[src/rtl/filter_pkg.sv]
// Shared constants, FSM state type and arithmetic helpers for the
// time-multiplexed 31-tap symmetric FIR.
package filter_pkg;

  localparam int DW    = 10;
  localparam int CW    = 16;
  localparam int AW    = 32;
  localparam int FRAC  = 15;
  localparam int NTAPS = 31;
  localparam int NFOLD = 16;
  localparam int KW    = 4;
  localparam int PW    = CW + DW + 2;

  localparam logic signed [AW-1:0] ROUND_HALF = AW'(1 << (FRAC - 1));
  localparam logic signed [AW-1:0] OUT_MAX    = AW'((1 << DW) - 1);

  typedef enum logic [1:0] {
    IDLE,
    MAC,
    OUT
  } state_t;

  // Folded Q1.15 coefficients; index 15 is the centre tap.
  function automatic logic signed [CW-1:0] coef(input logic [KW-1:0] k);
    case (k)
      4'd0:    coef = -16'sd66;
      4'd1:    coef = -16'sd7;
      4'd2:    coef = 16'sd56;
      4'd3:    coef = 16'sd33;
      4'd4:    coef = -16'sd174;
      4'd5:    coef = -16'sd423;
      4'd6:    coef = -16'sd338;
      4'd7:    coef = 16'sd216;
      4'd8:    coef = 16'sd675;
      4'd9:    coef = 16'sd144;
      4'd10:   coef = -16'sd1386;
      4'd11:   coef = -16'sd2376;
      4'd12:   coef = -16'sd793;
      4'd13:   coef = 16'sd3732;
      4'd14:   coef = 16'sd8867;
      default: coef = 16'sd11128;
    endcase
  endfunction

  function automatic logic [DW-1:0] saturate(input logic signed [AW-1:0] x);
    if (x < 0) begin
      saturate = '0;
    end else if (x > OUT_MAX) begin
      saturate = '1;
    end else begin
      saturate = x[DW-1:0];
    end
  endfunction

endpackage

[src/rtl/sample_delay_line.sv]
// 31-entry sample shift register with two combinational read ports that
// return the symmetric tap pair v[k] and v[30-k].
module sample_delay_line
  import filter_pkg::*;
(
  input  logic          clk,
  input  logic          reset,
  input  logic          i_shift,
  input  logic [DW-1:0] i_sample,
  input  logic [KW-1:0] i_k,
  output logic [DW-1:0] o_tapLo,
  output logic [DW-1:0] o_tapHi
);

  logic [DW-1:0] r_line [NTAPS];
  logic [4:0]    w_loIdx;
  logic [4:0]    w_hiIdx;

  // Newest sample enters at the top; the oldest falls off index 0.
  always_ff @(posedge clk) begin
    if (!reset) begin
      for (int i = 0; i < NTAPS; i++) begin
        r_line[i] <= '0;
      end
    end else if (i_shift) begin
      for (int i = 0; i < NTAPS - 1; i++) begin
        r_line[i] <= r_line[i+1];
      end
      r_line[NTAPS-1] <= i_sample;
    end
  end

  assign w_loIdx = {1'b0, i_k};
  assign w_hiIdx = 5'(NTAPS - 1) - w_loIdx;
  assign o_tapLo = r_line[w_loIdx];
  assign o_tapHi = r_line[w_hiIdx];

endmodule

[src/rtl/fir_mac_sequencer.sv]
// Sequences one multiplier/accumulator over the 16 folded taps of the
// symmetric FIR, then rounds, saturates and presents the filtered sample.
module fir_mac_sequencer
  import filter_pkg::*;
(
  input  logic          clk,
  input  logic          reset,
  input  logic          sample_valid,
  input  logic [DW-1:0] sample,
  output logic          busy,
  output logic          out_valid,
  output logic [DW-1:0] filtered,
  output logic          overrun
);

  state_t r_state;
  state_t w_nextState;

  logic [KW-1:0]        r_k;
  logic signed [AW-1:0] r_acc;
  logic [4:0]           r_prime;
  logic [DW-1:0]        r_result;
  logic                 r_fire;
  logic                 r_fireValid;
  logic                 r_outValid;
  logic [DW-1:0]        r_filtered;
  logic                 r_overrun;

  logic                 w_accept;
  logic                 w_lastTap;
  logic [DW-1:0]        w_tapLo;
  logic [DW-1:0]        w_tapHi;
  logic [DW:0]          w_pairSum;
  logic signed [DW+1:0] w_pair;
  logic signed [CW-1:0] w_coef;
  logic signed [PW-1:0] w_prod;
  logic signed [AW-1:0] w_rounded;

  assign w_accept  = (r_state == IDLE) && sample_valid;
  assign w_lastTap = (r_k == KW'(NFOLD - 1));

  sample_delay_line u_delayLine (
    .clk      (clk),
    .reset    (reset),
    .i_shift  (w_accept),
    .i_sample (sample),
    .i_k      (r_k),
    .o_tapLo  (w_tapLo),
    .o_tapHi  (w_tapHi)
  );

  // The centre tap has no partner, so its pair contributes only v[15].
  assign w_pairSum = {1'b0, w_tapLo} + (w_lastTap ? '0 : {1'b0, w_tapHi});
  assign w_pair    = signed'({1'b0, w_pairSum});
  assign w_coef    = coef(r_k);
  assign w_prod    = w_coef * w_pair;
  assign w_rounded = (r_acc + ROUND_HALF) >>> FRAC;

  always_ff @(posedge clk) begin
    if (!reset) begin
      r_state <= IDLE;
    end else begin
      r_state <= w_nextState;
    end
  end

  always_comb begin
    w_nextState = r_state;
    unique case (r_state)
      IDLE:    if (sample_valid) w_nextState = MAC;
      MAC:     if (w_lastTap) w_nextState = OUT;
      OUT:     w_nextState = IDLE;
      default: w_nextState = IDLE;
    endcase
  end

  // OUT captures the saturated result; it is published one edge later so
  // the output lands 18 edges after acceptance while IDLE is already free.
  always_ff @(posedge clk) begin
    if (!reset) begin
      r_k         <= '0;
      r_acc       <= '0;
      r_prime     <= '0;
      r_result    <= '0;
      r_fire      <= 1'b0;
      r_fireValid <= 1'b0;
      r_outValid  <= 1'b0;
      r_filtered  <= '0;
      r_overrun   <= 1'b0;
    end else begin
      r_fire     <= 1'b0;
      r_outValid <= 1'b0;
      if (sample_valid && (r_state != IDLE)) begin
        r_overrun <= 1'b1;
      end
      case (r_state)
        IDLE: begin
          if (sample_valid) begin
            r_acc <= '0;
            r_k   <= '0;
            if (r_prime != 5'(NTAPS)) begin
              r_prime <= r_prime + 5'd1;
            end
          end
        end
        MAC: begin
          r_acc <= r_acc + AW'(w_prod);
          r_k   <= r_k + KW'(1);
        end
        OUT: begin
          r_result    <= saturate(w_rounded);
          r_fireValid <= (r_prime == 5'(NTAPS));
          r_fire      <= 1'b1;
        end
        default: begin
          r_k <= '0;
        end
      endcase
      if (r_fire) begin
        r_filtered <= r_result;
        r_outValid <= r_fireValid;
      end
    end
  end

  assign busy      = (r_state != IDLE);
  assign out_valid = r_outValid;
  assign filtered  = r_filtered;
  assign overrun   = r_overrun;

endmodule

[config.mk]
export PLATFORM = sky130hd
export DESIGN_NAME = fir_mac_sequencer
export DESIGN_NICKNAME = d
export VERILOG_FILES = /design/src/rtl/filter_pkg.sv /design/src/rtl/sample_delay_line.sv /design/src/rtl/fir_mac_sequencer.sv
export SDC_FILE = /design/constraint.sdc
export NUM_CORES = 1
export LEC_CHECK = 0
export BUFFER_PORTS_ARGS = -buffer_cell sky130_fd_sc_hd__buf_2
export CORE_AREA = 2 2 327 329
export CTS_BUF_LIST = sky130_fd_sc_hd__clkbuf_2
export DETAILED_ROUTE_END_ITERATION = 12
export DIE_AREA = 0 0 329 331
export GPL_TIMING_DRIVEN = 0
export MAX_ROUTING_LAYER = met4
export PLACE_DENSITY_LB_ADDON = 0.1
export SKIP_CTS_REPAIR_TIMING = 1
export SLEW_MARGIN = 20
export SYNTH_ARGS = -nofsm -noshare
export SYNTH_HDL_FRONTEND = slang
export SYNTH_SLANG_ARGS = --single-unit
export TNS_END_PERCENT = 100
[constraint.sdc]
create_clock -name clk -period 21.4 [get_ports clk]
set_clock_uncertainty 0.05 [all_clocks]
set_input_delay 3.21 -clock clk [delete_from_list [all_inputs] [get_ports clk]]
set_output_delay 3.21 -clock clk [all_outputs]
set_load 0.02 [all_outputs]
==> flow_summary.yaml <==
finish:
  n_fill_cell: 11076
  drive_gt1_frac: 0.156
  nets: 2688
  syn_to_final_growth_pct: 12.1
floorplanning:
  die_w_um: 329
  die_area_um2: 109000
  rows: 119
  fp.dieH_um: 331
  core_um2: 105000
  initial_utilization: 0.249
  num_io_pins: 26
cts:
  clkTransAtPathRegs_ps: 100
  clk_latency_ps: 1380
  htreeDepth: 3
  clock_sinks: 395
  cts_tree: "yes"
  cts_buffers: 114
  clockRootBuffer: "clkbuf_2"
  cts_buffer_depth: 3
timing:
  period_needed_ps: 10200
  fin_setup_tns_ps: 0
  hold_ws_ps: 415
  rsz0062_at_grt: "false"
  finalSetupViolations: 0
  finalHoldViolCount: 0
  maxSlewViolCount: 0
  slew_headroom: 0.347
  tightest_slew_ps: 975
  fin_crit_sh: 0.477
  max_freq_mhz: 98.0
setup_path:
  critPathBufInv: 9
  worstPathMaxFanout: 10
  cp-end-kind: "flop"
  crit_family: "adder cells"
  required_ps: 22530
  slowest_stage: "fa_1"
  rr_endpoint: "r_acc[29]"
  critPathArrivalTime_ps: 11330
  crit_type: "reg2reg"
  r2r-start: "r_k[1]"
  max_stage_delay_ps: 670
  crit_top_cell: "fa_1"
  cp-start-kind: "flop"
  r2r_slack_ps: 11200
  worstRegToRegCells: 33
global_route:
  grt_first_pass_wirelength_um: 117000
  grt_pass1_vias: 18596
  grt_start_max_net_pins: 55
  antenna_found_initial: 6
  grt-ovfl-total: 0
  grt_usage: 0.148
drt:
  dr.pass1.iters: 5
  met2_length_um: 35600
  wl_met1_um: 34700
  wl_um: 75400
  ant_nets: 0
  wl_per_cell_um: 19.4
  routed.top_layer: "met4"
  vias_per_cell: 4.44
  drc: 0
  wl_met3_um: 3500
  initialDrtViolationCount: 1105
  vias: 17227
logic_synthesis:
  ys_seq_elements: 395
  synth_edf_count: 310
  post-synth-top-area-fraction: 0.356
  async_flop_share: 0
  avgSynthCellArea_um2: 11.7
  synth.distinct_cells: 72
  synth_warnings: 0
  synthCells: 2234
  synth_top_cell_by_area: "edfxtp_1"
  syn_nets: 2541
  ys_seq_area_frac: 0.421
  yosysMostFrequentCell: "and2_1"
  netlist_area_um2: 26200
  synth_common_cells: "359 x and2_1, 310 x edfxtp_1, 268 x inv_1, 202 x nand2_1, 199 x fa_1"
  ys_top_cells_by_area: "edfxtp_1 36%, fa_1 15%, mux4_2 8.6%"
  synthFlopType: "edfxtp_1"
placed_design:
  hpwl_um: 57300
  place_congestion: 0.767
  io_buffer_count: 24
run:
  drv_cap: 0
hold_path:
  min_path_cells: 1
  hp-class: "reg2reg"
  min_from: "u_delayLine.r_line[20][3]"
  worstHoldEndpoint: "u_delayLine.r_line[19][3]"
run_status:
  outcome: "complete, no violations"
how the worst max path moves through the flow:
stage | cells after the start | from | slack, ps | end
final | 33 | r_k[1] | 11200 | r_acc[29]
after global routing | 34 | r_k[1] | 10560 | r_acc[29]
after CTS | 33 | r_k[1] | 11020 | r_acc[29]
after detailed placement | 33 | r_k[1] | 11010 | r_acc[29]
after global placement | 4 | reset | 5240 | u_delayLine.r_line[8][8]
after floorplan | 4 | reset | 10160 | u_delayLine.r_line[0][0]
logic make-up after synthesis:
logic type	after synthesis	share of synthesized area
and+or+nand+nor	747	0.150
AOI/OAI and AO/OA	233	0.0607
muxes	135	0.0995
xor gates and xnor gates	43	0.0144
buffers and inverters	387	0.0569
DFF	395	0.421
adders and majority gates	294	0.198
flip-flops by register name (all words and copies together) (netlist names), 2 cells and up, named ones only:
register and cells:
r_k 4, r_acc 32, r_state 2, r_prime 5
w_coef 14, u_delayLine.r_line 310, filtered 10, r_result 10
worst reg2reg max path, delay by kind of cell, from the launching register on:
family | cells | cell delay (ps)
and+or+nand+nor | 3 | 860
buffers and inverters | 9 | 2560
muxes | 1 | 220
xor gates and xnor gates | 1 | 350
adders and majority gates | 9 | 4120
DFF | 1 | 360
AOI/OAI and AO/OA | 10 | 1600
stage by stage:
step	utilization	std cells	setup slack [ps]	instance area (um^2)
floorplan	-	2234	10160	26200
global placement	0.267	3649	5240	28000
detailed placement	0.269	3656	11010	28200
CTS	0.279	3871	11020	29300
global route	0.279	3879	10560	29300
finish	0.279	3882	11200	29300
placed cells by master (no fill, tap or decap), drive strengths merged, types with 11 or more instances in the layout:
master / Yosys / final
o21a: 12 / 12
mux2i: 35 / 35
xnor2: 26 / 26
ha: 95 / 95
nand2: 203 / 203
a211oi: 21 / 21
nor2: 96 / 96
edfxtp: 310 / 310
fa: 199 / 199
a21oi: 77 / 77
o21ai: 44 / 44
diode: 0 / 11
a211o: 12 / 12
clkbuf: 86 / 268
a22oi: 12 / 12
and2: 359 / 359
clkinv: 0 / 30
nand3: 39 / 39
buf: 29 / 60
xor2: 17 / 17
mux4: 100 / 100
inv: 272 / 273
a21o: 11 / 11
dfxtp: 85 / 85
routing by layer:
metal / GRT usage / vias up
li1: - / 7928
met1: 0.193 / 8805
met2: 0.234 / 387
met3: 0.0280 / 107
met4: 0.0427 / 0
met5: - / -
final cells by class:
type | count | area [um^2] | share of cell area
inverter | 272 | 1020 | 0.0348
clock inverter | 33 | 169 | 0.00576
clock buffer | 182 | 911 | 0.0311
buffer | 115 | 468 | 0.0160
tap | 1391 | 1740 | 0.0594
timing repair buffer | 31 | 282 | 0.00960
antenna | 11 | 27.5 | 0.000939
sequential | 395 | 11000 | 0.376
multi-input combinational | 1452 | 13700 | 0.467
Power is not shown: default switching activity piles up to over one toggle a cycle in this logic, so the estimate is an artifact.
